===== src/rtl/puf_meas_sequencer_if.sv =====
// Control/status bundle between the PUF measurement sequencer and its host.
// The sequencer takes the slave view; the host/bench takes the master view.
interface puf_meas_sequencer_if #(
   parameter int MODE_BITS = 3,
   parameter int CNT_BITS  = 20,
   parameter int CH_BITS   = 2,
   parameter int RND_BITS  = 8
);
   logic                 I_en;
   logic [MODE_BITS-1:0] I_mode;
   logic                 I_start;
   logic [CH_BITS-1:0]   I_ch;
   logic [CNT_BITS-1:0]  I_half_period;
   logic [RND_BITS-1:0]  I_rounds;
   logic                 O_meas_rst;
   logic [CH_BITS-1:0]   O_ch_sel;
   logic                 O_sample;
   logic                 O_busy;
   logic                 O_ready;
   logic                 O_done;
   logic                 O_err;

   modport master (
      output I_en, I_mode, I_start, I_ch, I_half_period, I_rounds,
      input  O_meas_rst, O_ch_sel, O_sample, O_busy, O_ready, O_done, O_err
   );

   modport slave (
      input  I_en, I_mode, I_start, I_ch, I_half_period, I_rounds,
      output O_meas_rst, O_ch_sel, O_sample, O_busy, O_ready, O_done, O_err
   );
endinterface


===== src/rtl/puf_meas_sequencer.sv =====
// Sequences reset/measure phases over PUF channels, plus the legacy free-running
// toggle mode. Every output is a flop loaded from the next-state values.
module puf_meas_sequencer #(
   parameter int MODE_BITS = 3,
   parameter int CNT_BITS  = 20,
   parameter int NUM_CH    = 4,
   parameter int CH_BITS   = 2,
   parameter int RND_BITS  = 8
) (
   input logic I_clk,
   input logic I_rst,
   puf_meas_sequencer_if.slave bus
);
   typedef enum logic [2:0] {S_IDLE, S_LEGACY, S_RST, S_MEAS, S_DONE} state_t;

   localparam logic [CH_BITS-1:0] CH_LAST = CH_BITS'(NUM_CH - 1);

   state_t              state_q, state_d;
   logic [CNT_BITS-1:0] cnt_q, cnt_d, p_q, p_d;
   logic [RND_BITS-1:0] rnd_q, rnd_d, r_q, r_d;
   logic [CH_BITS-1:0]  ch_q, ch_d, ch_req;
   logic                sweep_q, sweep_d;
   logic                meas_rst_q, meas_rst_d, sample_q, sample_d;
   logic                busy_q, busy_d, ready_q, ready_d;
   logic                done_q, done_d, err_q, err_d;
   logic [CH_BITS-1:0]  ch_sel_q, ch_sel_d;
   logic                mode_leg, mode_one, mode_swp;

   assign mode_leg = (bus.I_mode == '0);
   assign mode_one = (bus.I_mode == MODE_BITS'(1));
   assign mode_swp = (bus.I_mode == MODE_BITS'(2));
   assign ch_req   = (bus.I_ch > CH_LAST) ? CH_LAST : bus.I_ch;

   always_comb begin
      state_d = state_q;
      cnt_d   = cnt_q;
      rnd_d   = rnd_q;
      ch_d    = ch_q;
      p_d     = p_q;
      r_d     = r_q;
      sweep_d = sweep_q;
      err_d   = 1'b0;
      case (state_q)
         S_IDLE: begin
            if (bus.I_en) begin
               if (mode_leg) begin
                  state_d = S_LEGACY;
                  cnt_d   = '0;
               end else if (bus.I_start) begin
                  if (mode_one || mode_swp) begin
                     state_d = S_RST;
                     cnt_d   = '0;
                     rnd_d   = '0;
                     p_d     = bus.I_half_period;
                     r_d     = bus.I_rounds;
                     sweep_d = mode_swp;
                     ch_d    = mode_swp ? '0 : ch_req;
                  end else begin
                     err_d = 1'b1;
                  end
               end
            end
         end
         S_LEGACY: begin
            if (!mode_leg) state_d = S_IDLE;
            else           cnt_d   = cnt_q + 1'b1;
         end
         S_RST: begin
            if (cnt_q == p_q) begin
               state_d = S_MEAS;
               cnt_d   = '0;
            end else begin
               cnt_d = cnt_q + 1'b1;
            end
         end
         S_MEAS: begin
            if (cnt_q == p_q) begin
               cnt_d = '0;
               if (rnd_q != r_q) begin
                  rnd_d   = rnd_q + 1'b1;
                  state_d = S_RST;
               end else if (sweep_q && ch_q != CH_LAST) begin
                  ch_d    = ch_q + 1'b1;
                  rnd_d   = '0;
                  state_d = S_RST;
               end else begin
                  state_d = S_DONE;
               end
            end else begin
               cnt_d = cnt_q + 1'b1;
            end
         end
         S_DONE:  state_d = S_IDLE;
         default: state_d = S_IDLE;
      endcase
      // Enable drop aborts from any active state without done/sample side effects.
      if (!bus.I_en && state_q != S_IDLE) begin
         state_d = S_IDLE;
         cnt_d   = '0;
      end

      meas_rst_d = 1'b0;
      if (state_d == S_RST)
         meas_rst_d = 1'b1;
      else if (state_d == S_LEGACY && state_q == S_LEGACY)
         meas_rst_d = meas_rst_q ^ (&cnt_q);
      sample_d = (state_d == S_MEAS) && (cnt_d == p_d);
      busy_d   = (state_d != S_IDLE);
      ready_d  = (state_d == S_IDLE) && bus.I_en;
      done_d   = (state_d == S_DONE);
      ch_sel_d = (state_d == S_RST || state_d == S_MEAS || state_d == S_DONE) ? ch_d : '0;
   end

   always_ff @(posedge I_clk) begin
      if (I_rst) begin
         state_q    <= S_IDLE;
         cnt_q      <= '0;
         rnd_q      <= '0;
         ch_q       <= '0;
         p_q        <= '0;
         r_q        <= '0;
         sweep_q    <= 1'b0;
         meas_rst_q <= 1'b0;
         sample_q   <= 1'b0;
         busy_q     <= 1'b0;
         ready_q    <= 1'b0;
         done_q     <= 1'b0;
         err_q      <= 1'b0;
         ch_sel_q   <= '0;
      end else begin
         state_q    <= state_d;
         cnt_q      <= cnt_d;
         rnd_q      <= rnd_d;
         ch_q       <= ch_d;
         p_q        <= p_d;
         r_q        <= r_d;
         sweep_q    <= sweep_d;
         meas_rst_q <= meas_rst_d;
         sample_q   <= sample_d;
         busy_q     <= busy_d;
         ready_q    <= ready_d;
         done_q     <= done_d;
         err_q      <= err_d;
         ch_sel_q   <= ch_sel_d;
      end
   end

   assign bus.O_meas_rst = meas_rst_q;
   assign bus.O_ch_sel   = ch_sel_q;
   assign bus.O_sample   = sample_q;
   assign bus.O_busy     = busy_q;
   assign bus.O_ready    = ready_q;
   assign bus.O_done     = done_q;
   assign bus.O_err      = err_q;
endmodule


===== src/flat_wrapper.sv =====
// flat-port wrapper written by rule: the top's interface ports become plain ports
module puf_meas_sequencer_flat 
#(
   parameter int MODE_BITS = 3,
   parameter int CNT_BITS  = 20,
   parameter int NUM_CH    = 4,
   parameter int CH_BITS   = 2,
   parameter int RND_BITS  = 8
)
  (I_clk, I_rst, bus_I_en, bus_I_mode, bus_I_start, bus_I_ch, bus_I_half_period, bus_I_rounds, bus_O_meas_rst, bus_O_ch_sel, bus_O_sample, bus_O_busy, bus_O_ready, bus_O_done, bus_O_err);
  puf_meas_sequencer_if #(.MODE_BITS(MODE_BITS), .CNT_BITS(CNT_BITS), .CH_BITS(CH_BITS), .RND_BITS(RND_BITS)) bus_i ();
  input logic I_clk;
  input logic I_rst;
  input wire logic [$bits(bus_i.I_en)-1:0] bus_I_en;
  input wire logic [$bits(bus_i.I_mode)-1:0] bus_I_mode;
  input wire logic [$bits(bus_i.I_start)-1:0] bus_I_start;
  input wire logic [$bits(bus_i.I_ch)-1:0] bus_I_ch;
  input wire logic [$bits(bus_i.I_half_period)-1:0] bus_I_half_period;
  input wire logic [$bits(bus_i.I_rounds)-1:0] bus_I_rounds;
  output wire logic [$bits(bus_i.O_meas_rst)-1:0] bus_O_meas_rst;
  output wire logic [$bits(bus_i.O_ch_sel)-1:0] bus_O_ch_sel;
  output wire logic [$bits(bus_i.O_sample)-1:0] bus_O_sample;
  output wire logic [$bits(bus_i.O_busy)-1:0] bus_O_busy;
  output wire logic [$bits(bus_i.O_ready)-1:0] bus_O_ready;
  output wire logic [$bits(bus_i.O_done)-1:0] bus_O_done;
  output wire logic [$bits(bus_i.O_err)-1:0] bus_O_err;
  assign bus_i.I_en = bus_I_en;
  assign bus_i.I_mode = bus_I_mode;
  assign bus_i.I_start = bus_I_start;
  assign bus_i.I_ch = bus_I_ch;
  assign bus_i.I_half_period = bus_I_half_period;
  assign bus_i.I_rounds = bus_I_rounds;
  assign bus_O_meas_rst = bus_i.O_meas_rst;
  assign bus_O_ch_sel = bus_i.O_ch_sel;
  assign bus_O_sample = bus_i.O_sample;
  assign bus_O_busy = bus_i.O_busy;
  assign bus_O_ready = bus_i.O_ready;
  assign bus_O_done = bus_i.O_done;
  assign bus_O_err = bus_i.O_err;
  puf_meas_sequencer #(.MODE_BITS(MODE_BITS), .CNT_BITS(CNT_BITS), .NUM_CH(NUM_CH), .CH_BITS(CH_BITS), .RND_BITS(RND_BITS)) u_core (.I_clk(I_clk), .I_rst(I_rst), .bus(bus_i));
endmodule

===== config.mk =====
export PLATFORM = sky130hd
export DESIGN_NAME = puf_meas_sequencer_flat
export DESIGN_NICKNAME = d
export VERILOG_FILES = /design/src/rtl/puf_meas_sequencer_if.sv /design/src/rtl/puf_meas_sequencer.sv /design/src/flat_wrapper.sv
export SDC_FILE = /design/constraint.sdc
export NUM_CORES = 1
export LEC_CHECK = 0
export ABC_CLOCK_PERIOD_IN_PS = 3000
export BUFFER_PORTS_ARGS = -buffer_cell sky130_fd_sc_hd__buf_2
export CAP_MARGIN = 40
export CORE_UTILIZATION = 40
export CTS_BUF_LIST = sky130_fd_sc_hd__clkbuf_16
export CTS_CLUSTER_DIAMETER = 40
export DETAILED_ROUTE_END_ITERATION = 16
export PLACE_DENSITY = 0.65
export SLEW_MARGIN = 5
export SYNTH_ARGS = -nofsm -noshare
export SYNTH_HDL_FRONTEND = slang
export SYNTH_SLANG_ARGS = --single-unit

===== constraint.sdc =====
create_clock -name I_clk -period 3 [get_ports I_clk]
set_input_delay 0.45 -clock I_clk [delete_from_list [all_inputs] [get_ports I_clk]]
set_output_delay 0.45 -clock I_clk [all_outputs]
set_load 0.01 [all_outputs]

# Word level (Yosys, flattened, before mapping)
# Cells that the tools add are included.
# Widths: inputs -> output; s select.
# op_classes
addsub,3
order_cmp,1
n_eq_ne,19
muxes,45
bitwise_logic,6
reduce_logical,21
# op_table
cell,n
$mux 20,12
$pmux 20 s3,1
$mux 8,7
$eq 20x20->1,2
$mux 3,10
$add 20x1->20 const B,1
$reduce_and 20->1,1
$mux 2,9
$pmux 8 s2,1
$eq 3x2->1 const B,5
$pmux 3 s4,1
$eq 3x1->1 const B,3
$logic_not 3->1,3
$add 8x1->8 const B,1
$ne 2x2->1 const B,4
$ne 8x8->1,1
$reduce_and 7->1,1
$reduce_bool 3->1,2
$logic_and 1x1->1,5
$not 1->1,5
$reduce_and 5->1,1
$reduce_or 5->1,1
$ne 2x1->1 const B,2
$pmux 2 s2,1
10 further kinds,15
# word_totals
reg_bits,70
in_bits,37
out_inout_bits,8
word_cells,109

# Longest topological paths before layout
# Gate-level depths: netlist of run 1.
# logic_depth
word_depth,13
mapped_depth,13
ltp_nobuf,10

# Least setup slack after synthesis of run 1
# OpenSTA, ideal clock, no wires.
# synth_timing
path_kind,input to register
start,input bus_I_mode[0]
end,register u_core.sample_q (netlist: u_core.bus.O_sample)
setup_ns,0.060
t_arrival_ns,2.566
t_required_ns,2.940
slack_ns,0.374
path_stages,12
path_buffers,3
cell_sequence,buf_2 -> or4b_4 -> buf_6 -> nor3_4 -> or3_4 -> o21a_2 -> buf_6 -> a21oi_1 -> nor4_1 -> nand3_1 -> a311oi_1 -> o2111a_1
# synth_between
elab_chain_cells,10
word_cells_on_any_way,26
cone_classes,eq/ne: 4; mux: 19; reduce/logical: 3
# synth_lines
item,line,source
from (decl),flat_wrapper.sv:15,input wire logic [$bits(bus_i.I_mode)-1:0] bus_I_mode;
$eq 3x1->1 or $eq 3x2->1 (tied branches),"puf_meas_sequencer.sv:30, puf_meas_sequencer.sv:31",
$logic_or 1x1->1,puf_meas_sequencer.sv:50,if (mode_one || mode_swp) begin
$mux 20 or $mux 3 (tied branches),puf_meas_sequencer.sv:50,
$mux 20 or $mux 3 (tied branches),puf_meas_sequencer.sv:49,end else if (bus.I_start) begin
$mux 20 or $mux 3 (tied branches),puf_meas_sequencer.sv:46,if (mode_leg) begin
$mux 20 or $mux 3 (tied branches),puf_meas_sequencer.sv:45,if (bus.I_en) begin
$pmux 20 s3 or $pmux 3 s4 (tied branches),puf_meas_sequencer.sv:43,case (state_q)
$mux 20 or $mux 3 (tied branches),puf_meas_sequencer.sv:97,if (!bus.I_en && state_q != S_IDLE) begin
$eq 20x20->1 or $eq 3x2->1 (tied branches),puf_meas_sequencer.sv:107,sample_d = (state_d == S_MEAS) && (cnt_d == p_d);
$logic_and 1x1->1 *,puf_meas_sequencer.sv:107,
to (signal assigned),puf_meas_sequencer.sv:139,sample_q <= sample_d;
to (decl),puf_meas_sequencer.sv:23,"logic meas_rst_q, meas_rst_d, sample_q, sample_d;"
# Every way passes the cells marked *; elsewhere a longest branch is shown, timed or not.
# A chain may end at the register's enable or synchronous reset.

# Final worst setup path of run 1
# layout_timing
start,register u_core.cnt_q[0]
end,register u_core.sample_q (netlist: u_core.bus.O_sample)
# layout_between
elab_chain_cells,8
word_cells_on_any_way,17
cone_classes,add/sub: 1; eq/ne: 3; mux: 12; reduce/logical: 1
# layout_lines
item,line,source
from (decl),puf_meas_sequencer.sv:19,"logic [CNT_BITS-1:0] cnt_q, cnt_d, p_q, p_d;"
from (signal assigned),puf_meas_sequencer.sv:132,cnt_q <= cnt_d;
"parallel branches: the longest is 7 deep, another holds $add 20x1->20",-,
$logic_and 1x1->1 *,puf_meas_sequencer.sv:107,
# Every way passes the cells marked *.

==> results_tabular.tex, run 1 <==
\begin{tabular}{lr}
\hline
Metric & Value \\
\hline
\multicolumn{2}{l}{\textbf{Status}} \\
Status & finished, final reports clean \\
\multicolumn{2}{l}{\textbf{Clocking}} \\
Clock latency on the worst-skew pair & 0.34 ns \\
Number of post-CTS setup repair buffers & 0 \\
Number of sinks on the clock net & 70 \\
Number of buffers between clock root and the deepest sink & 2 \\
CTS root buffer & sky130\_fd\_sc\_hd\_\_clkbuf\_16 \\
TritonCTS clock tree & done \\
Number of buffers inserted during clock tree synthesis & 9 \\
Worst-path clk slew & 0.07 ns \\
\# H-tree levels & 3 \\
\multicolumn{2}{l}{\textbf{Die}} \\
Floorplan die area & 11260 um2 \\
Initial core utilization & 41.63\% \\
X dimension of the die & 106.1 um \\
Vertical extent of the die & 106.1 um \\
Core region area & between 10000 and 15000 um2 \\
I/O pin cnt & 45 \\
FP Rows & 37 \\
\multicolumn{2}{l}{\textbf{Synthesis}} \\
Portion of the post-synthesis area used by sequential elements & 32.31\% \\
Most used flip-flop cell after synthesis & sky130\_fd\_sc\_hd\_\_dfxtp\_1 \\
Fraction of the mapped netlist area in compound gates & 19.13\% \\
Share of synthesized area spent on multiplexers & 5.655\% \\
Gate Count Post-Synth & 554 \\
Most common library cells after synthesis & sky130\_fd\_sc\_hd\_\_nor2\_1, sky130\_fd\_sc\_hd\_\_dfxtp\_1, sky130\_fd\_sc\_hd\_\_nand2\_1 \\
Dominant cells by area after synthesis & sky130\_fd\_sc\_hd\_\_dfxtp\_1, sky130\_fd\_sc\_hd\_\_nor2\_1, sky130\_fd\_sc\_hd\_\_xnor2\_1 \\
Seq cells post-synth & 70 \\
Simple-Gate Fraction of Synth Area & 27.73\% \\
Adder-cell area share of the yosys netlist & 0.8656\% \\
Async set-or-reset flop fraction in the synthesized netlist & 0\% \\
Number of synthesized flops with an enable pin & 0 \\
Largest family of logic cells by synthesized area & simple AND/OR/NAND/NOR gates \\
Area share of the leading cell type in the synthesized netlist & 32.31\% \\
Largest area contributor in the netlist & sky130\_fd\_sc\_hd\_\_dfxtp\_1 \\
Post-synthesis net count & approximately 590 \\
Number of distinct standard cells referenced by the synthesized netlist & 71 \\
Synth warnings & 0 \\
XOR/XNOR Fraction of Synth Area & 8.684\% \\
Most repeated cell in the gate-level netlist after synthesis & sky130\_fd\_sc\_hd\_\_nor2\_1 \\
Mean Syn Cell Area & a little under 8 um2 \\
Cell area after synthesis & 4337 um2 \\
\multicolumn{2}{l}{\textbf{Placement}} \\
Detailed placement HPWL & 9901 um \\
Number of buffer cells added on primary ports & 44 \\
Routability-driven placement congestion ratio & 0.9490 \\
Placed cell areas & 4893 um2 \\
Inst Count DP & between 700 and 800 \\
\multicolumn{2}{l}{\textbf{Worst setup path}} \\
Worst reg2reg path endpoint & u\_core.bus.O\_sample\$\_SDFF\_PP0\_ \\
Largest driver fanout on the critical path & 16 \\
Critical path data arrival time & 3.14 ns \\
Crit Reg-Reg Startpoint & u\_core.cnt\_q[0]\$\_SDFF\_PP0\_ \\
Worst Reg-to-Reg Cells & 9 \\
Type of the worst setup path & reg -> reg \\
Capturing element type of the critical path & flip-flop \\
Required time worst endpoint & 3.28 ns \\
Startpoint kind of the worst setup timing path & flip-flop \\
Setup slack, reg-to-reg & 0.14 ns \\
\multicolumn{2}{l}{\textbf{Power}} \\
Leakage power summed over all cells & 2.083 nW \\
PwrDens & about 440 nW/um2 \\
Peak supply drop & 0.2410 mV \\
\multicolumn{2}{l}{\textbf{Hold path}} \\
Terminating pin of the worst hold path & u\_core.r\_q[2]\$\_SDFFE\_PP0P\_ \\
Hold crit path type & in -> reg \\
Worst hold path stage count & 3 \\
Worst Hold Launch & bus\_I\_rounds[2] \\
\multicolumn{2}{l}{\textbf{STA}} \\
Slew @ Worst Pin & 0.5446 ns \\
Setup violators final & 0 \\
Post-route fraction of the period consumed by the critical path & 95.32\% \\
RSZ-0062 raised after global routing & false \\
Final slew viol count & 0 \\
Peak clock frequency supported by timing & roughly 350 MHz \\
Worst hold slack across all endpoints & 0.3423 ns \\
Layout Skew & 0.007623 ns \\
Tightest slew margin relative to the limit & between 60\% and 70\% \\
Total count of hold-check failures in the final report & 0 \\
Shortest clock period the worst path allows after layout & around 2.9 ns \\
\multicolumn{2}{l}{\textbf{GRT}} \\
Global-route congestion overflow total & 0 \\
Number of antenna violations at the first check in global routing & 0 \\
Number of global-route vias before repair & 4192 \\
Total GRT Usage & 24.01\% \\
Wire length of the first global-routing pass & about 21000 um \\
Pin count of the biggest net entering global routing & 37 \\
\multicolumn{2}{l}{\textbf{Drt}} \\
Post-route DRC violation count & 0 \\
Via-to-Cell Ratio & approximately 5.7 \\
Routed WL & 13020 um \\
Violation count after the first detailed-route iteration & 313 \\
DRT Pass-1 Iters & 6 \\
Post-route antenna net violation count & 0 \\
Per-cell routed wire length & 17.17 um \\
Via count & 4358 \\
\multicolumn{2}{l}{\textbf{Cells and area}} \\
Layout cells sized above 1 & 21.54\% \\
N\_diodes & 0 \\
Count of nets after finishing & 657 \\
Final core area utilization & 50.05\% \\
Cell area after layout & 5214 um2 \\
Filler cell count in the final layout & 1005 \\
Final Instance Count excl. Fillers & $\sim$760 \\
Synth-to-Final Area Change & 20.23\% \\
\multicolumn{2}{l}{\textbf{Flow run}} \\
\# Max-Cap Violations & 0 \\
\hline
\end{tabular}
[routing by layer]
layer	global-route usage (%)	vias up	part of all wire [%]
li1	-	2111	-
met1	30.48	2069	45
met2	39.89	148	48
met3	4.476	30	5.3
met4	9.722	0	2.2
met5	0	-	0
[how the worst max path moves through the flow]
stage / cells after the start / startpoint / end / slack (ns)
global placement: 11 / bus_I_mode[1] / u_core.bus.O_sample$_SDFF_PP0_ / -0.08
global route: 9 / u_core.cnt_q[0]$_SDFF_PP0_ / u_core.bus.O_sample$_SDFF_PP0_ / 0.005
finish: 9 / u_core.cnt_q[0]$_SDFF_PP0_ / u_core.bus.O_sample$_SDFF_PP0_ / 0.14
detailed placement: 11 / bus_I_mode[1] / u_core.bus.O_sample$_SDFF_PP0_ / -0.08
CTS: 9 / u_core.cnt_q[0]$_SDFF_PP0_ / u_core.bus.O_sample$_SDFF_PP0_ / 0.04
floorplan: 12 / bus_I_mode[0] / u_core.bus.O_sample$_SDFF_PP0_ / 0.37
[layout by cell type (no fill, tap or decap), types with 3 or more instances in the layout]
master                      netlist  routed
sky130_fd_sc_hd__inv_6            0       3
sky130_fd_sc_hd__nand3_1         21      21
sky130_fd_sc_hd__ha_1             3       3
sky130_fd_sc_hd__nor2b_1          5       5
sky130_fd_sc_hd__and3_1           6       6
sky130_fd_sc_hd__buf_2           12      44
sky130_fd_sc_hd__or3_1            9       9
sky130_fd_sc_hd__nor3_1          15      15
sky130_fd_sc_hd__a21o_1           3       3
sky130_fd_sc_hd__o21ai_0         17      16
sky130_fd_sc_hd__mux2_2           4       4
sky130_fd_sc_hd__a21oi_1         37      37
sky130_fd_sc_hd__o21ai_1          5       6
sky130_fd_sc_hd__nand2b_1         6       6
sky130_fd_sc_hd__a22o_1           3       3
sky130_fd_sc_hd__o311ai_0         3       3
sky130_fd_sc_hd__nor4_1           8       6
sky130_fd_sc_hd__a22oi_1          9       9
sky130_fd_sc_hd__dfxtp_1         70      69
sky130_fd_sc_hd__nand2_1         53      53
sky130_fd_sc_hd__a211o_1          3       3
sky130_fd_sc_hd__and2_1           3       3
sky130_fd_sc_hd__inv_1            8       8
sky130_fd_sc_hd__or2_2            3       3
sky130_fd_sc_hd__clkbuf_16        0       9
sky130_fd_sc_hd__buf_4            2      48
sky130_fd_sc_hd__xnor2_1         23      23
sky130_fd_sc_hd__nor2_1          81      81
sky130_fd_sc_hd__a221oi_1         3       3
sky130_fd_sc_hd__o22ai_1          5       5
sky130_fd_sc_hd__xor2_1          20      20
sky130_fd_sc_hd__mux2i_1         20      19
sky130_fd_sc_hd__a311oi_1         4       4
sky130_fd_sc_hd__nand4_1         16      16
[power breakdown]
group / internal, W / switching, W
sequential: 0.000945 / 0.0000123
clock: 0.000577 / 0.000461
combinational: 0.000122 / 0.000177
[critical path, cell delays in order (launching register included)]
cell and delay (ns):
sky130_fd_sc_hd__dfxtp_1 0.51, sky130_fd_sc_hd__xnor2_1 0.16, sky130_fd_sc_hd__nand4_1 0.18, sky130_fd_sc_hd__or3_4 0.43
sky130_fd_sc_hd__o21ai_4 0.43, sky130_fd_sc_hd__o211a_1 0.31, sky130_fd_sc_hd__o31a_1 0.14, sky130_fd_sc_hd__o21ai_1 0.06
sky130_fd_sc_hd__a311oi_1 0.35, sky130_fd_sc_hd__o2111a_1 0.23
[timing repair]
| action | CTS | global route |
|---|---|---|
| hold buffers | 0 | 0 |
| resized for setup | 1 | 6 |
| setup endpoints to repair | 1 | 1 |
[final cells by class]
| cell class | count | area, um2 | area share [%] |
|---|---|---|---|
| Inverter | 8 | 30.03 | 0.5760 |
| Clock buffer | 9 | 225.2 | 4.320 |
| Clock inverter | 7 | 62.56 | 1.200 |
| Multi-Input combinational cell | 435 | 2723 | 52.22 |
| Tap cell | 136 | 170.2 | 3.264 |
| Timing Repair Buffer | 93 | 600.6 | 11.52 |
| Sequential cell | 70 | 1403 | 26.90 |
[per-stage QoR]
| stage | power, W | worst slack (ns) | setup TNS, ns |
|---|---|---|---|
| 2_1_floorplan | 0.001159 | 0.3736 | 0 |
| 3_3_place_gp | 0.001266 | -0.08239 | -0.08239 |
| 3_5_place_dp | 0.001270 | -0.08487 | -0.08487 |
| 4_1_cts | 0.002304 | 0.04034 | 0 |
| 5_1_grt | 0.002375 | 0.005081 | 0 |
| 6_report | 0.002294 | 0.1404 | 0 |
[cell families after synthesis]
kind of cell / after synthesis
buffers and inverters: 49
adders and majority gates: 3
muxes: 24
and+or+nand+nor: 243
DFF: 70
AOI/OAI and AO/OA: 122
xor gates and xnor gates: 43
[sequential cells by signal, summed over array words and instances, names as in the netlist, 2 cells and up]
name	flops
u_core.cnt_q	20
u_core.p_q	20
u_core.r_q	8
u_core.rnd_q	8
u_core.state_q	3
u_core.bus.O_ch_sel	2
u_core.ch_q	2
(Power assumes the default switching activity.)
==> inputs of run 2 (changes only) <==
Settings changed: ABC_CLOCK_PERIOD_IN_PS 3000 to 2690, GPL_TIMING_DRIVEN from default to 0.
Clock period 3 ns to 2.69 ns, I/O delays scaled along.
==> results_tabular.tex, run 2 (synthesized netlist as in run 1, its figures left out) <==
\begin{tabular}{lr}
\hline
Metric & Value \\
\hline
\multicolumn{2}{l}{\textbf{Power}} \\
Peak supply drop & 0.3224 mV (+34\%) \\
Leakage power summed over all cells & 2.221 nW (+6.6\%) \\
PwrDens & 458.7 nW/um2 (+4.3\%) \\
\multicolumn{2}{l}{\textbf{Drt}} \\
Violation count after the first detailed-route iteration & 390 (+25\%) \\
Detail Route met2 WL & 6855 um (+10\%) \\
Via-to-Cell Ratio & 5.837 (+1.5\%) \\
Wire length on met3 & 937 um (+36\%) \\
Post-route DRC violation count & 0 (unchanged) \\
DRT Pass-1 Iters & 5 (-1) \\
Post-route antenna net violation count & 0 (unchanged) \\
Per-cell routed wire length & 18.38 um (+7.0\%) \\
Total routed wire length on the met1 layer & 5988 um (+2.9\%) \\
Top layer in use & met4 \\
Routed WL & 14220 um (+9.3\%) \\
Via count & 4518 (+3.7\%) \\
\multicolumn{2}{l}{\textbf{STA}} \\
Setup violators final & 1 (+1) \\
Final slew viol count & 0 (unchanged) \\
Shortest clock period the worst path allows after layout & 2.753 ns (-0.1062 ns) \\
Post-route fraction of the period consumed by the critical path & 102.4\% (+7.0 points) \\
RSZ-0062 raised after global routing & true \\
Layout Skew & 0.009253 ns (+0.001630 ns) \\
Tightest slew margin relative to the limit & 55.59\% (-7.6 points) \\
Total count of hold-check failures in the final report & 0 (unchanged) \\
Setup slack of the critical path after layout & -0.06333 ns (-0.2038 ns) \\
Worst hold slack across all endpoints & 0.2936 ns (-0.04866 ns) \\
Peak clock frequency supported by timing & 363.2 MHz (+3.9\%) \\
Slew @ Worst Pin & 0.6662 ns (+0.1215 ns) \\
\multicolumn{2}{l}{\textbf{Die}} \\
X dimension of the die & 106.1 um (unchanged) \\
FP Rows & 37 (unchanged) \\
Core region area & 10420 um2 (unchanged) \\
Initial core utilization & 41.63\% (unchanged) \\
Vertical extent of the die & 106.1 um (unchanged) \\
I/O pin cnt & 45 (unchanged) \\
Floorplan die area & 11260 um2 (unchanged) \\
\multicolumn{2}{l}{\textbf{Worst setup path}} \\
Largest driver fanout on the critical path & 8 (-8) \\
Critical path data arrival time & 3.04 ns (-0.10 ns) \\
Worst Reg-to-Reg Cells & 11 (+2) \\
Startpoint kind of the worst setup timing path & flip-flop \\
Type of the worst setup path & reg -> reg \\
Required time worst endpoint & 2.98 ns (-0.30 ns) \\
Capturing element type of the critical path & flip-flop \\
\multicolumn{2}{l}{\textbf{GRT}} \\
Wire length of the first global-routing pass & 21600 um (+2.8\%) \\
Global-route congestion overflow total & 0 (unchanged) \\
Number of antenna violations at the first check in global routing & 0 (unchanged) \\
Pin count of the biggest net entering global routing & 13 (-65\%) \\
Total GRT Usage & 25.17\% (+1.2 points) \\
Number of global-route vias before repair & 4238 (+1.1\%) \\
\multicolumn{2}{l}{\textbf{Clocking}} \\
Clock latency on the worst-skew pair & 0.35 ns (about the same) \\
TritonCTS clock tree & done \\
Number of sinks on the clock net & 70 (unchanged) \\
CTS root buffer & sky130\_fd\_sc\_hd\_\_clkbuf\_16 \\
Number of buffers inserted during clock tree synthesis & 9 (unchanged) \\
Hold-fix buffer count after cts & 0 (unchanged) \\
Worst-path clk slew & 0.06 ns (about the same) \\
\# H-tree levels & 3 (unchanged) \\
Number of buffers between clock root and the deepest sink & 2 (unchanged) \\
\multicolumn{2}{l}{\textbf{Status}} \\
Status & finished with violations \\
Violations in the final reports & setup timing \\
\multicolumn{2}{l}{\textbf{Hold path}} \\
Worst hold path stage count & 3 (unchanged) \\
Hold crit path type & in -> reg \\
\multicolumn{2}{l}{\textbf{Cells and area}} \\
Most frequent standard cell in the layout excluding fill and tap cells & sky130\_fd\_sc\_hd\_\_nor2\_1 \\
Reg area & 1430 um2 (+2.0\%) \\
Layout cells sized above 1 & 31.50\% (+10 points) \\
Count of nets after finishing & 673 (+2.4\%) \\
N\_diodes & 0 (unchanged) \\
Regs by FF count & u\_core.cnt\_q: 20 flops, u\_core.p\_q: 20 flops \\
Top library cells by usage in the layout, fill and taps aside & sky130\_fd\_sc\_hd\_\_nor2\_1, sky130\_fd\_sc\_hd\_\_dfxtp\_1, sky130\_fd\_sc\_hd\_\_nand2\_1 \\
Final core area utilization & 56.01\% (+6.0 points) \\
Synth-to-Final Area Change & 34.54\% \\
Combined area of the multi-input logic cells & 3110 um2 (+14\%) \\
Filler cell count in the final layout & 961 (-4.4\%) \\
\multicolumn{2}{l}{\textbf{Placement}} \\
Detailed placement HPWL & 9934 um (+0.34\%) \\
Number of buffer cells added on primary ports & 41 (-6.8\%) \\
Routability-driven placement congestion ratio & 0.9271 (-2.3\%) \\
\multicolumn{2}{l}{\textbf{Flow run}} \\
\# Max-Cap Violations & 0 (unchanged) \\
\hline
\end{tabular}
-- run 2: timing repair --
item | 4_1_cts | 5_1_grt
pin swaps | 11 | 27
resized for setup | 62 | 67
gates cloned | 2 | 0
setup endpoints to repair | 19 | 8
buffers inserted | 15 | 21
-- run 2: critical path: stages, from the launching register on --
cell and delay, ns:
sky130_fd_sc_hd__dfxtp_4 0.36, sky130_fd_sc_hd__buf_6 0.14, sky130_fd_sc_hd__xnor2_2 0.11, sky130_fd_sc_hd__nand4_1 0.26, sky130_fd_sc_hd__or2_4 0.34, sky130_fd_sc_hd__buf_4 0.14
sky130_fd_sc_hd__or3_1 0.32, sky130_fd_sc_hd__a31o_4 0.27, sky130_fd_sc_hd__a21oi_4 0.14, sky130_fd_sc_hd__o2111ai_2 0.15, sky130_fd_sc_hd__nor4_2 0.23, sky130_fd_sc_hd__o2111a_1 0.23
-- run 2: cell type report --
| type | instances | area share, % |
|---|---|---|
| multi-input combinational | 435 | 53.31 |
| sequential | 70 | 24.51 |
| inverter | 8 | 0.5147 |
| buffer | 30 | 3.925 |
| clock buffer | 9 | 3.860 |
| clock inverter | 7 | 1.137 |
| tap | 136 | 2.917 |
| timing repair buffer | 79 | 9.822 |
-- run 2: layer usage --
metal  global-route usage (%)  vias up
met3                    6.131       34
met1                    30.92     2163
met4                    11.31        0
met2                    41.47      172
li1                         -     2149
met5                        0        -
-- run 2: final timing paths --
path | slack (ns) | startpoint | end
setup / recovery | -0.06 | u_core.cnt_q[0]$_SDFF_PP0_ | u_core.bus.O_sample$_SDFF_PP0_
hold / removal | 0.29 | bus_I_rounds[7] | u_core.r_q[7]$_SDFFE_PP0P_
setup reg to reg | -0.06 | u_core.cnt_q[0]$_SDFF_PP0_ | u_core.bus.O_sample$_SDFF_PP0_
hold reg to reg | 0.46 | u_core.sweep_q$_SDFFE_PP0P_ | u_core.sweep_q$_SDFFE_PP0P_
-- run 2: metrics by stage --
step                setup WS (ns)  instances  instance area, um2  TNS (ns)  power (W)
finish                   -0.06333        774                5834  -0.06333   0.002676
global route              -0.1403        774                5834   -0.1434   0.002760
CTS                      -0.05977        759                5429  -0.05977   0.002635
detailed placement        -0.7350        731                4712    -3.531   0.001396
global placement          -0.7636        731                4712    -3.683   0.001393
floorplan                 0.07578        554                4337         0   0.001292
-- run 2: power by group --
part / switching, W / internal, W / total [W]
Clock: 0.000484 / 0.000710 / 0.00119
Combinational: 0.000233 / 0.000182 / 0.000415
Sequential: 0.0000153 / 0.00105 / 0.00107
Total: 0.000733 / 0.00194 / 0.00268
==> inputs of run 3 (changes only) <==
Settings changed: ABC_CLOCK_PERIOD_IN_PS 2690 to 3250.
Clock period 2.69 ns to 3.25 ns, I/O delays scaled along.
==> results_tabular.tex, run 3 (synthesized netlist as in run 1, its figures left out) <==
\begin{tabular}{lr}
\hline
Metric & Value \\
\hline
\multicolumn{2}{l}{\textbf{Cells and area}} \\
Count of nets after finishing & 645 (-4.2\%) \\
Most frequent standard cell in the layout excluding fill and tap cells & sky130\_fd\_sc\_hd\_\_nor2\_1 \\
Filler cell count in the final layout & 1046 (+8.8\%) \\
Layout cells sized above 1 & 17.05\% (-14 points) \\
Final Instance Count excl. Fillers & 746 (-3.6\%) \\
Regs by FF count & u\_core.cnt\_q: 20 flops, u\_core.p\_q: 20 flops \\
Synth-to-Final Area Change & 16.94\% \\
Combined area of the multi-input logic cells & 2760 um2 (-11\%) \\
Reg area & 1401 um2 (-2.0\%) \\
Top library cells by usage in the layout, fill and taps aside & sky130\_fd\_sc\_hd\_\_nor2\_1, sky130\_fd\_sc\_hd\_\_dfxtp\_1, sky130\_fd\_sc\_hd\_\_buf\_2, sky130\_fd\_sc\_hd\_\_nand2\_1, sky130\_fd\_sc\_hd\_\_a21oi\_1 \\
N\_diodes & 0 (unchanged) \\
Cell area after layout & 5071 um2 (-13\%) \\
\multicolumn{2}{l}{\textbf{Power}} \\
Power share of the clock group & 45.9\% (+1.3 points) \\
Peak supply drop & 0.2828 mV (-12\%) \\
PwrDens & 419.0 nW/um2 (-8.7\%) \\
Psw & 0.0005644 W (-23\%) \\
Leakage power summed over all cells & 1.959 nW (-12\%) \\
Share of total power in combinational logic & 12.5\% (-3.0 points) \\
Proportion of power drawn by flip-flops and latches & 41.6\% (+1.8 points) \\
Internal power summed over all cells & 0.001560 W (-20\%) \\
Net Sw Frac & 26.56\% (-0.81 points) \\
\multicolumn{2}{l}{\textbf{Die}} \\
I/O pin cnt & 45 (unchanged) \\
Floorplan die area & 11260 um2 (unchanged) \\
Vertical extent of the die & 106.1 um (unchanged) \\
FP Rows & 37 (unchanged) \\
Initial core utilization & 41.63\% (unchanged) \\
X dimension of the die & 106.1 um (unchanged) \\
Core region area & 10420 um2 (unchanged) \\
\multicolumn{2}{l}{\textbf{Flow run}} \\
\# Max-Cap Violations & 0 (unchanged) \\
\multicolumn{2}{l}{\textbf{Drt}} \\
Per-cell routed wire length & 17.51 um (-4.7\%) \\
DRT Pass-1 Iters & 5 (unchanged) \\
Post-route DRC violation count & 0 (unchanged) \\
Via-to-Cell Ratio & 5.772 (-1.1\%) \\
Routed WL & 13060 um (-8.2\%) \\
Post-route antenna net violation count & 0 (unchanged) \\
Violation count after the first detailed-route iteration & 212 (-46\%) \\
Via count & 4306 (-4.7\%) \\
\multicolumn{2}{l}{\textbf{STA}} \\
Tightest slew margin relative to the limit & 47.16\% (-8.4 points) \\
Layout Skew & 0.008307 ns (-0.0009464 ns) \\
Total count of hold-check failures in the final report & 0 (unchanged) \\
Setup slack of the critical path after layout & 0.1683 ns (+0.2316 ns) \\
Worst hold slack across all endpoints & 0.3833 ns (+0.08969 ns) \\
Peak clock frequency supported by timing & 324.5 MHz (-11\%) \\
Slew @ Worst Pin & 0.7897 ns (+0.1235 ns) \\
Shortest clock period the worst path allows after layout & 3.082 ns (+0.3284 ns) \\
Final slew viol count & 0 (unchanged) \\
Post-route fraction of the period consumed by the critical path & 94.82\% (-7.5 points) \\
Setup violators final & 0 (-1) \\
\multicolumn{2}{l}{\textbf{Clocking}} \\
Hold-fix buffer count after cts & 0 (unchanged) \\
TritonCTS clock tree & done \\
Worst-path clk slew & 0.06 ns (about the same) \\
Number of buffers inserted during clock tree synthesis & 9 (unchanged) \\
Number of buffers between clock root and the deepest sink & 2 (unchanged) \\
Clock latency on the worst-skew pair & 0.35 ns (about the same) \\
Number of sinks on the clock net & 70 (unchanged) \\
Number of post-CTS setup repair buffers & 0 (-15) \\
CTS root buffer & sky130\_fd\_sc\_hd\_\_clkbuf\_16 \\
\# H-tree levels & 3 (unchanged) \\
\multicolumn{2}{l}{\textbf{Worst setup path}} \\
Capturing element type of the critical path & flip-flop \\
Largest driver fanout on the critical path & 10 (+2) \\
Worst Reg-to-Reg Cells & 11 (unchanged) \\
Startpoint kind of the worst setup timing path & flip-flop \\
Critical path data arrival time & 3.37 ns (+0.33 ns) \\
Required time worst endpoint & 3.54 ns (+0.56 ns) \\
Type of the worst setup path & reg -> reg \\
\multicolumn{2}{l}{\textbf{Hold path}} \\
Worst hold path stage count & 3 (unchanged) \\
Hold crit path type & in -> reg \\
\multicolumn{2}{l}{\textbf{Placement}} \\
Inst Count DP & 731 (unchanged) \\
Number of buffer cells added on primary ports & 41 (unchanged) \\
Setup Slack @ Placement & -0.1750 ns (+0.5600 ns) \\
Routability-driven placement congestion ratio & 0.9271 (unchanged) \\
Detailed placement HPWL & 9934 um (unchanged) \\
Placed cell areas & 4712 um2 (unchanged) \\
\multicolumn{2}{l}{\textbf{GRT}} \\
Total GRT Usage & 24.09\% (-1.1 points) \\
Number of global-route vias before repair & 4048 (-4.5\%) \\
Wire length of the first global-routing pass & 20670 um (-4.3\%) \\
Number of antenna violations at the first check in global routing & 0 (unchanged) \\
Pin count of the biggest net entering global routing & 13 (unchanged) \\
Global-route congestion overflow total & 0 (unchanged) \\
\multicolumn{2}{l}{\textbf{Status}} \\
Status & finished, final reports clean \\
\hline
\end{tabular}
==> run 3: cell types whose count changed in the layout (fill, tap and decap cells not counted), sizes merged <==
cell    delta
buf       -33
clkbuf     +7
bufbuf     -2
==> run 3: power by group through the flow <==
stage / Sequential (W) / Clock (W) / Combinational (W)
6_report: 0.000883 / 0.000975 / 0.000266
5_1_grt: 0.000884 / 0.00103 / 0.000290
2_1_floorplan: 0.000901 / 0 / 0.000169
3_5_place_dp: 0.000902 / 0 / 0.000254
4_1_cts: 0.000883 / 0.000992 / 0.000256
3_3_place_gp: 0.000901 / 0 / 0.000252
==> run 3: final cells by class <==
type,instances,share of cell area [%]
Tap cell,136,3.356
Multi-Input combinational cell,435,54.43
Timing Repair Buffer,41,4.046
Clock buffer,9,4.441
Clock inverter,7,1.308
Sequential cell,70,27.63
Inverter,8,0.5922
Buffer,40,4.194
==> run 3: what timing repair did <==
action / CTS / global route
resized for setup: 2 / 13
cloned: 0 / 0
pin swaps: 0 / 2
endpoints found under the setup margin: 1 / 1
==> run 3: final timing paths <==
check / start / to / slack [ns]
worst max register to register: u_core.state_q[0]$_SDFF_PP0_ / u_core.bus.O_sample$_SDFF_PP0_ / 0.17
worst min register to register: u_core.sweep_q$_SDFFE_PP0P_ / u_core.sweep_q$_SDFFE_PP0P_ / 0.46
worst max-delay path: u_core.state_q[0]$_SDFF_PP0_ / u_core.bus.O_sample$_SDFF_PP0_ / 0.17
worst min-delay path: bus_I_rounds[7] / u_core.r_q[7]$_SDFFE_PP0P_ / 0.38
==> run 3: per-layer routing <==
layer | GRT usage, % | up-vias | routed length [um]
met5 | 0 | - | 0
met4 | 11.41 | 0 | 344
met3 | 4.844 | 26 | 800
met2 | 39.80 | 155 | 6236
met1 | 29.89 | 2035 | 5677
li1 | - | 2090 | -
==> run 3: critical path: stages (launching register included) <==
cell and delay, ns:
sky130_fd_sc_hd__dfxtp_1 0.41, sky130_fd_sc_hd__buf_2 0.24, sky130_fd_sc_hd__nor4b_1 0.38, sky130_fd_sc_hd__nor2_1 0.20
sky130_fd_sc_hd__a21oi_1 0.32, sky130_fd_sc_hd__clkbuf_2 0.33, sky130_fd_sc_hd__nand2_1 0.08, sky130_fd_sc_hd__a21o_1 0.17
sky130_fd_sc_hd__o311ai_0 0.10, sky130_fd_sc_hd__o22ai_1 0.16, sky130_fd_sc_hd__a311oi_1 0.37, sky130_fd_sc_hd__o2111a_1 0.25
==> run 3: through the flow <==
step	power, W	setup TNS (ns)	utilization (%)
floorplan	0.001070	0	-
detailed placement	0.001155	-0.1750	45.24
CTS	0.002131	0	48.11
finish	0.002125	0	48.68
global route	0.002201	-0.0005438	48.68
global placement	0.001153	-0.2036	45.24
